<file path="config.mk">
export PLATFORM = sky130hd
export DESIGN_NAME = jtag_dr_scan_master_flat
export DESIGN_NICKNAME = d
export VERILOG_FILES = /design/src/rtl/jtag_dr_scan_master_if.sv /design/src/rtl/jtag_dr_scan_master.sv /design/src/flat_wrapper.sv
export SDC_FILE = /design/constraint.sdc
export NUM_CORES = 1
export LEC_CHECK = 0
export ABC_CLOCK_PERIOD_IN_PS = 2600
export CORE_UTILIZATION = 54
export DETAILED_ROUTE_END_ITERATION = 7
export PLACE_DENSITY = 0.81
export RECOVER_POWER = 50
export SLEW_MARGIN = 10
export SYNTH_ARGS = -nofsm -noshare
export SYNTH_HDL_FRONTEND = slang
export SYNTH_SLANG_ARGS = --single-unit
</file>
<file path="constraint.sdc">
create_clock -name clk -period 2.6 [get_ports clk]
set_input_delay 0.26 -clock clk [delete_from_list [all_inputs] [get_ports clk]]
set_output_delay 0.26 -clock clk [all_outputs]
set_load 0.01 [all_outputs]
</file>
<file path="src/rtl/jtag_dr_scan_master_if.sv">
// Command handshake and scan-pin bundle between a host and jtag_dr_scan_master.
// The master modport is the scan initiator's side; slave is the host/chain side.
interface jtag_dr_scan_master_if #(
  parameter int WIDTH = 5
);
  logic             start;
  logic             tap_reset;
  logic [WIDTH-1:0] shift_data_in;
  logic [WIDTH-1:0] shift_data_out;
  logic             busy;
  logic             done;
  logic             tck;
  logic             tms;
  logic             tdi;
  logic             tdo;

  modport master (
    input  start, tap_reset, shift_data_in, tdo,
    output shift_data_out, busy, done, tck, tms, tdi
  );

  modport slave (
    output start, tap_reset, shift_data_in, tdo,
    input  shift_data_out, busy, done, tck, tms, tdi
  );
endinterface

</file>
<file path="src/rtl/jtag_dr_scan_master.sv">
// JTAG initiator: walks the TAP from Run-Test/Idle through one DR scan (or a
// TAP reset sequence) and back, shifting a WIDTH-bit word LSB first.
module jtag_dr_scan_master #(
  parameter int WIDTH   = 5,
  parameter int TCK_DIV = 2
) (
  input logic                   clk,
  input logic                   rst_n,
  jtag_dr_scan_master_if.master bus
);
  localparam int BCW = $clog2(WIDTH + 1);
  localparam int DCW = (TCK_DIV < 2) ? 1 : $clog2(TCK_DIV);
  localparam logic [BCW-1:0] LAST_BIT = BCW'(WIDTH - 1);
  localparam logic [DCW-1:0] DIV_LAST = DCW'(TCK_DIV - 1);

  typedef enum logic [3:0] {
    IDLE        = 4'd0,
    TLR         = 4'd1,
    TLR_RTI     = 4'd2,
    SEL_DR      = 4'd3,
    CAP_DR      = 4'd4,
    ENTER_SHIFT = 4'd5,
    SHIFT       = 4'd6,
    EXIT1       = 4'd7,
    UPDATE      = 4'd8
  } state_t;

  state_t           state_r, state_s;
  logic [DCW-1:0]   div_r, div_s;
  logic [BCW-1:0]   bit_r, bit_s;
  logic [2:0]       tlr_r, tlr_s;
  logic [WIDTH-1:0] data_r, data_s;
  logic [WIDTH-1:0] cap_r, cap_s;
  logic [WIDTH-1:0] sdo_r, sdo_s;
  logic             busy_r, busy_s;
  logic             done_r, done_s;
  logic             tck_r, tck_s;
  logic             tms_r, tms_s;
  logic             tdi_r, tdi_s;
  logic             bit_end_s;
  logic             finish_s;

  // TMS value the target must see on the TCK bit issued in a given state.
  function automatic logic bit_tms(input state_t st, input logic last_bit);
    logic tms_v;
    case (st)
      TLR, SEL_DR, EXIT1:                   tms_v = 1'b1;
      TLR_RTI, CAP_DR, ENTER_SHIFT, UPDATE: tms_v = 1'b0;
      SHIFT:                                tms_v = last_bit;
      default:                              tms_v = 1'b1;
    endcase
    return tms_v;
  endfunction

  // State and output registers; rst_n abandons any scan in progress.
  always_ff @(posedge clk or negedge rst_n) begin
    if (!rst_n) begin
      state_r <= IDLE;
      div_r   <= {DCW{1'b0}};
      bit_r   <= {BCW{1'b0}};
      tlr_r   <= 3'd0;
      data_r  <= {WIDTH{1'b0}};
      cap_r   <= {WIDTH{1'b0}};
      sdo_r   <= {WIDTH{1'b0}};
      busy_r  <= 1'b0;
      done_r  <= 1'b0;
      tck_r   <= 1'b0;
      tms_r   <= 1'b1;
      tdi_r   <= 1'b0;
    end else begin
      state_r <= state_s;
      div_r   <= div_s;
      bit_r   <= bit_s;
      tlr_r   <= tlr_s;
      data_r  <= data_s;
      cap_r   <= cap_s;
      sdo_r   <= sdo_s;
      busy_r  <= busy_s;
      done_r  <= done_s;
      tck_r   <= tck_s;
      tms_r   <= tms_s;
      tdi_r   <= tdi_s;
    end
  end

  // Command accept, TCK phase timing and per-bit state advance.
  always_comb begin
    state_s   = state_r;
    div_s     = div_r;
    bit_s     = bit_r;
    tlr_s     = tlr_r;
    data_s    = data_r;
    cap_s     = cap_r;
    sdo_s     = sdo_r;
    busy_s    = busy_r;
    done_s    = 1'b0;
    tck_s     = tck_r;
    tms_s     = tms_r;
    tdi_s     = tdi_r;
    bit_end_s = 1'b0;
    finish_s  = 1'b0;

    if (state_r == IDLE) begin
      tck_s = 1'b0;
      div_s = {DCW{1'b0}};
      // The done cycle itself is not an accept slot.
      if (!done_r && bus.tap_reset) begin
        state_s = TLR;
        tlr_s   = 3'd0;
        busy_s  = 1'b1;
        tms_s   = 1'b1;
        tdi_s   = 1'b0;
      end else if (!done_r && bus.start) begin
        state_s = SEL_DR;
        data_s  = bus.shift_data_in;
        busy_s  = 1'b1;
        tms_s   = 1'b1;
        tdi_s   = 1'b0;
      end else begin
        state_s = IDLE;
      end
    end else if (div_r != DIV_LAST) begin
      div_s = div_r + DCW'(1);
    end else begin
      div_s     = {DCW{1'b0}};
      tck_s     = ~tck_r;
      bit_end_s = tck_r;
    end

    // A bit ends on the edge that drops TCK: sample tdo, then set up the next bit.
    if (bit_end_s) begin
      case (state_r)
        TLR: begin
          if (tlr_r == 3'd4) begin
            state_s = TLR_RTI;
          end else begin
            tlr_s = tlr_r + 3'd1;
          end
        end
        SEL_DR:      state_s = CAP_DR;
        CAP_DR:      state_s = ENTER_SHIFT;
        ENTER_SHIFT: begin
          state_s = SHIFT;
          bit_s   = {BCW{1'b0}};
        end
        SHIFT: begin
          data_s         = data_r >> 1'b1;
          cap_s          = cap_r >> 1'b1;
          cap_s[WIDTH-1] = bus.tdo;
          if (bit_r == LAST_BIT) begin
            state_s = EXIT1;
          end else begin
            bit_s = bit_r + BCW'(1);
          end
        end
        EXIT1:       state_s = UPDATE;
        UPDATE: begin
          finish_s = 1'b1;
          sdo_s    = cap_r;
        end
        TLR_RTI:     finish_s = 1'b1;
        default:     finish_s = 1'b1;
      endcase
      if (finish_s) begin
        state_s = IDLE;
        busy_s  = 1'b0;
        done_s  = 1'b1;
      end else begin
        tms_s = bit_tms(state_s, bit_s == LAST_BIT);
        tdi_s = (state_s == SHIFT) ? data_s[0] : 1'b0;
      end
    end else begin
      finish_s = 1'b0;
    end
  end

  assign bus.shift_data_out = sdo_r;
  assign bus.busy           = busy_r;
  assign bus.done           = done_r;
  assign bus.tck            = tck_r;
  assign bus.tms            = tms_r;
  assign bus.tdi            = tdi_r;
endmodule

</file>
<file path="src/flat_wrapper.sv">
// flat-port wrapper written by rule: the top's interface ports become plain ports
module jtag_dr_scan_master_flat 
#(
  parameter int WIDTH   = 5,
  parameter int TCK_DIV = 2
)
  (clk, rst_n, bus_start, bus_tap_reset, bus_shift_data_in, bus_tdo, bus_shift_data_out, bus_busy, bus_done, bus_tck, bus_tms, bus_tdi);
  jtag_dr_scan_master_if #(.WIDTH(WIDTH)) bus_i ();
  input logic clk;
  input logic rst_n;
  input wire logic [$bits(bus_i.start)-1:0] bus_start;
  input wire logic [$bits(bus_i.tap_reset)-1:0] bus_tap_reset;
  input wire logic [$bits(bus_i.shift_data_in)-1:0] bus_shift_data_in;
  input wire logic [$bits(bus_i.tdo)-1:0] bus_tdo;
  output wire logic [$bits(bus_i.shift_data_out)-1:0] bus_shift_data_out;
  output wire logic [$bits(bus_i.busy)-1:0] bus_busy;
  output wire logic [$bits(bus_i.done)-1:0] bus_done;
  output wire logic [$bits(bus_i.tck)-1:0] bus_tck;
  output wire logic [$bits(bus_i.tms)-1:0] bus_tms;
  output wire logic [$bits(bus_i.tdi)-1:0] bus_tdi;
  assign bus_i.start = bus_start;
  assign bus_i.tap_reset = bus_tap_reset;
  assign bus_i.shift_data_in = bus_shift_data_in;
  assign bus_i.tdo = bus_tdo;
  assign bus_shift_data_out = bus_i.shift_data_out;
  assign bus_busy = bus_i.busy;
  assign bus_done = bus_i.done;
  assign bus_tck = bus_i.tck;
  assign bus_tms = bus_i.tms;
  assign bus_tdi = bus_i.tdi;
  jtag_dr_scan_master #(.WIDTH(WIDTH), .TCK_DIV(TCK_DIV)) u_core (.clk(clk), .rst_n(rst_n), .bus(bus_i));
endmodule
</file>
==> flow_summary.toml <==
[yosys]
syn_area_um2 = 1560
ys_seq_area_frac = 0.498
synth_seq_cells = 31
syn-num-nets = 172
syn_area_per_cell_um2 = 9.88
synth_ff_type = "dfrtp_1"
synthArstFlopShare = 1.00
ys_warn_count = 0
synth_cells = 158
synth_edf_count = 0
ys_types = 32

[routing]
ant_nets = 0
routed_wirelength_mm = 3.20
first_iter_violations = 59
via_per_inst = 6.00
drc = 0
wl_per_cell_um = 14.8
via_count = 1303
drtPass1Iterations = 4

[sta]
fin_crit_ns = 2.13
fin_tns_setup_ns = 0
fmax_mhz = 470
maxSlewHeadroom = -0.0611
hold_viol = 0
layout_setup_ws_ns = 0.474
skew_ns = 0.0112
fin_crit_sh = 0.818
setup_viol = 0
slew_viol_final = 32
worst_pin_slew_ns = 1.59
rsz0062_at_grt = "no"
fin_hold_ws_ns = 0.497

[die]
num_rows = 19
io_pins = 20
die_h_um = 55.8
die_x_um = 55.8
core_area_um2 = 2760
dieArea_um2 = 3110
start_util = 0.566

[final_layout]
final_nets = 199
drive_gt1_frac = 0.151
final_common_cell = "dfrtp_1"
antenna_cells = 0
num-fill-cells = 210
synthToLayoutAreaGrowth_pct = 20.8
layout.cells.non_filler = 217
final_cell_mix = "dfrtp_1, nand2_1, nor2_1, o21ai_0, clkdlybuf4s50_1"

[critical_path]
start_kind = "flip-flop"
cpMaxStageDelayCell = "or4_1"
path_max_fanout = 11
criticalPathCategory = "flip-flop to flip-flop"
slowest_delay_ns = 0.54
end_kind = "flip-flop"
reg2reg_slack_ns = 0.47
cp_cell_sequence = "or4_1 -> nor4b_4 -> mux2i_1 -> nand2_1 -> o2bb2ai_1"
required_ns = 2.82
critPathArrivalTime_ns = 2.34

[global_routing]
grtUsageTotal = 0.229
grt_pass1_vias = 1266
grt.overflow.total = 0
grt_pass1_wl_mm = 5.48
grt_max_degree = 32
antenna_found_initial = 0

[clock_tree]
cts_resized = 0
hold_buffers = 0
root_buffer = "clkbuf_4"
clkTransAtPathRegs_ns = 0.09
clockBufferDepth = 2
clk_latency_ns = 0.33
numCtsBuffers = 5
cts_setup_buffers = 0
clock_sinks = 31
htreeDepth = 2
tritoncts = "built"

[job]
maxCapViolCount = 1

[placement]
placed_cells = 209
post-place-ws_ns = 0.540
hpwl_mm = 2.33
port-buffer-count = 19
gp_congestion = 0.865

[power]
power_mw = 1.92
p_leak_nw = 0.826
p_per_area_nw_per_um2 = 1020
ir_drop_mv = 0.702

[min_path]
hold_class = "flip-flop to flip-flop"

[status]
violations = "capacitance limit, slew limit"
outcome = "finished, violations left"
state kept, by name, summed over array words and instances, names as in the netlist:
signal / count
u_core.bus.shift_data_out: 5
u_core.bit_r: 3
u_core.data_r: 5
u_core.bus.done: 1
u_core.cap_r: 5
u_core.bus.busy: 1
u_core.div_r: 1
u_core.tlr_r: 3
u_core.bus.tdi: 1
u_core.state_r: 4
u_core.bus.tms: 1
u_core.bus.tck: 1
logic make-up (layout without fill, tap and decap cells):
logic type                 Yosys count  in the layout  share of synthesized area
adders and majority gates            4              4                     0.0321
DFF                                 31             31                      0.498
xor gates and xnor gates             2              2                     0.0112
and+or+nand+nor                     58             58                      0.188
buffers and inverters               13             41                     0.0313
AOI/OAI and AO/OA                   34             34                      0.128
muxes                               16             16                      0.111
power by group:
part / total, mW / switching (mW) / internal (mW)
combinational: 0.837 / 0.480 / 0.357
sequential: 0.764 / 0.128 / 0.636
clock: 0.323 / 0.165 / 0.158
total: 1.92 / 0.773 / 1.15
cells in the mapped netlist, types with 2 or more instances:
master / count / share of area
o21ai_0: 17 / 0.054
mux2i_1: 5 / 0.032
nor2_1: 17 / 0.041
dfrtp_1: 30 / 0.48
a21oi_1: 8 / 0.026
nand2b_1: 2 / 0.0080
clkbuf_1: 6 / 0.014
nand2_1: 19 / 0.046
mux2_2: 11 / 0.079
inv_1: 7 / 0.017
ha_1: 4 / 0.032
nor4_1: 3 / 0.012
nand3_1: 8 / 0.026
xnor2_1: 2 / 0.011
o211ai_1: 2 / 0.0096
layer usage:
layer | wire length, µm | up-vias | global-route usage
met3 | 161 | 4 | 0.0442
met2 | 1620 | 50 | 0.372
met5 | 0 | - | 0
met4 | 36 | 0 | 0.114
li1 | - | 617 | -
met1 | 1380 | 632 | 0.292
area by class of cell:
class	count	area [µm²]	share of cell area
clock inverter	1	7.51	0.00398
timing repair buffer	26	239	0.127
sequential	31	777	0.412
multi-input combinational	114	732	0.388
inverter	7	26.3	0.0139
tap	31	38.8	0.0206
clock buffer	7	65.1	0.0345
per-stage QoR:
stage / instance area, µm² / utilization
CTS: 1890 / 0.686
global placement: 1820 / 0.660
detailed placement: 1820 / 0.660
global route: 1890 / 0.684
finish: 1890 / 0.684
floorplan: 1560 / -
critical path, delay by kind of cell (launching register included):
| family | cells | cell delay [ns] |
|---|---|---|
| simple gates | 3 | 1.12 |
| flops | 1 | 0.50 |
| mux | 1 | 0.27 |
| compound gates | 1 | 0.12 |
final timing paths:
path,start,end,cells past startpoint
worst max-delay path,u_core.state_r[3],u_core.bus.tdi,5
worst min-delay path,u_core.data_r[3],u_core.data_r[2],2
worst max register to register,u_core.state_r[3],u_core.bus.tdi,5
worst min register to register,u_core.data_r[3],u_core.data_r[2],2
max in group asynchronous,rst_n,u_core.cap_r[1],2
min in group asynchronous,rst_n,u_core.bit_r[0],2
(Power assumes the default switching activity.)
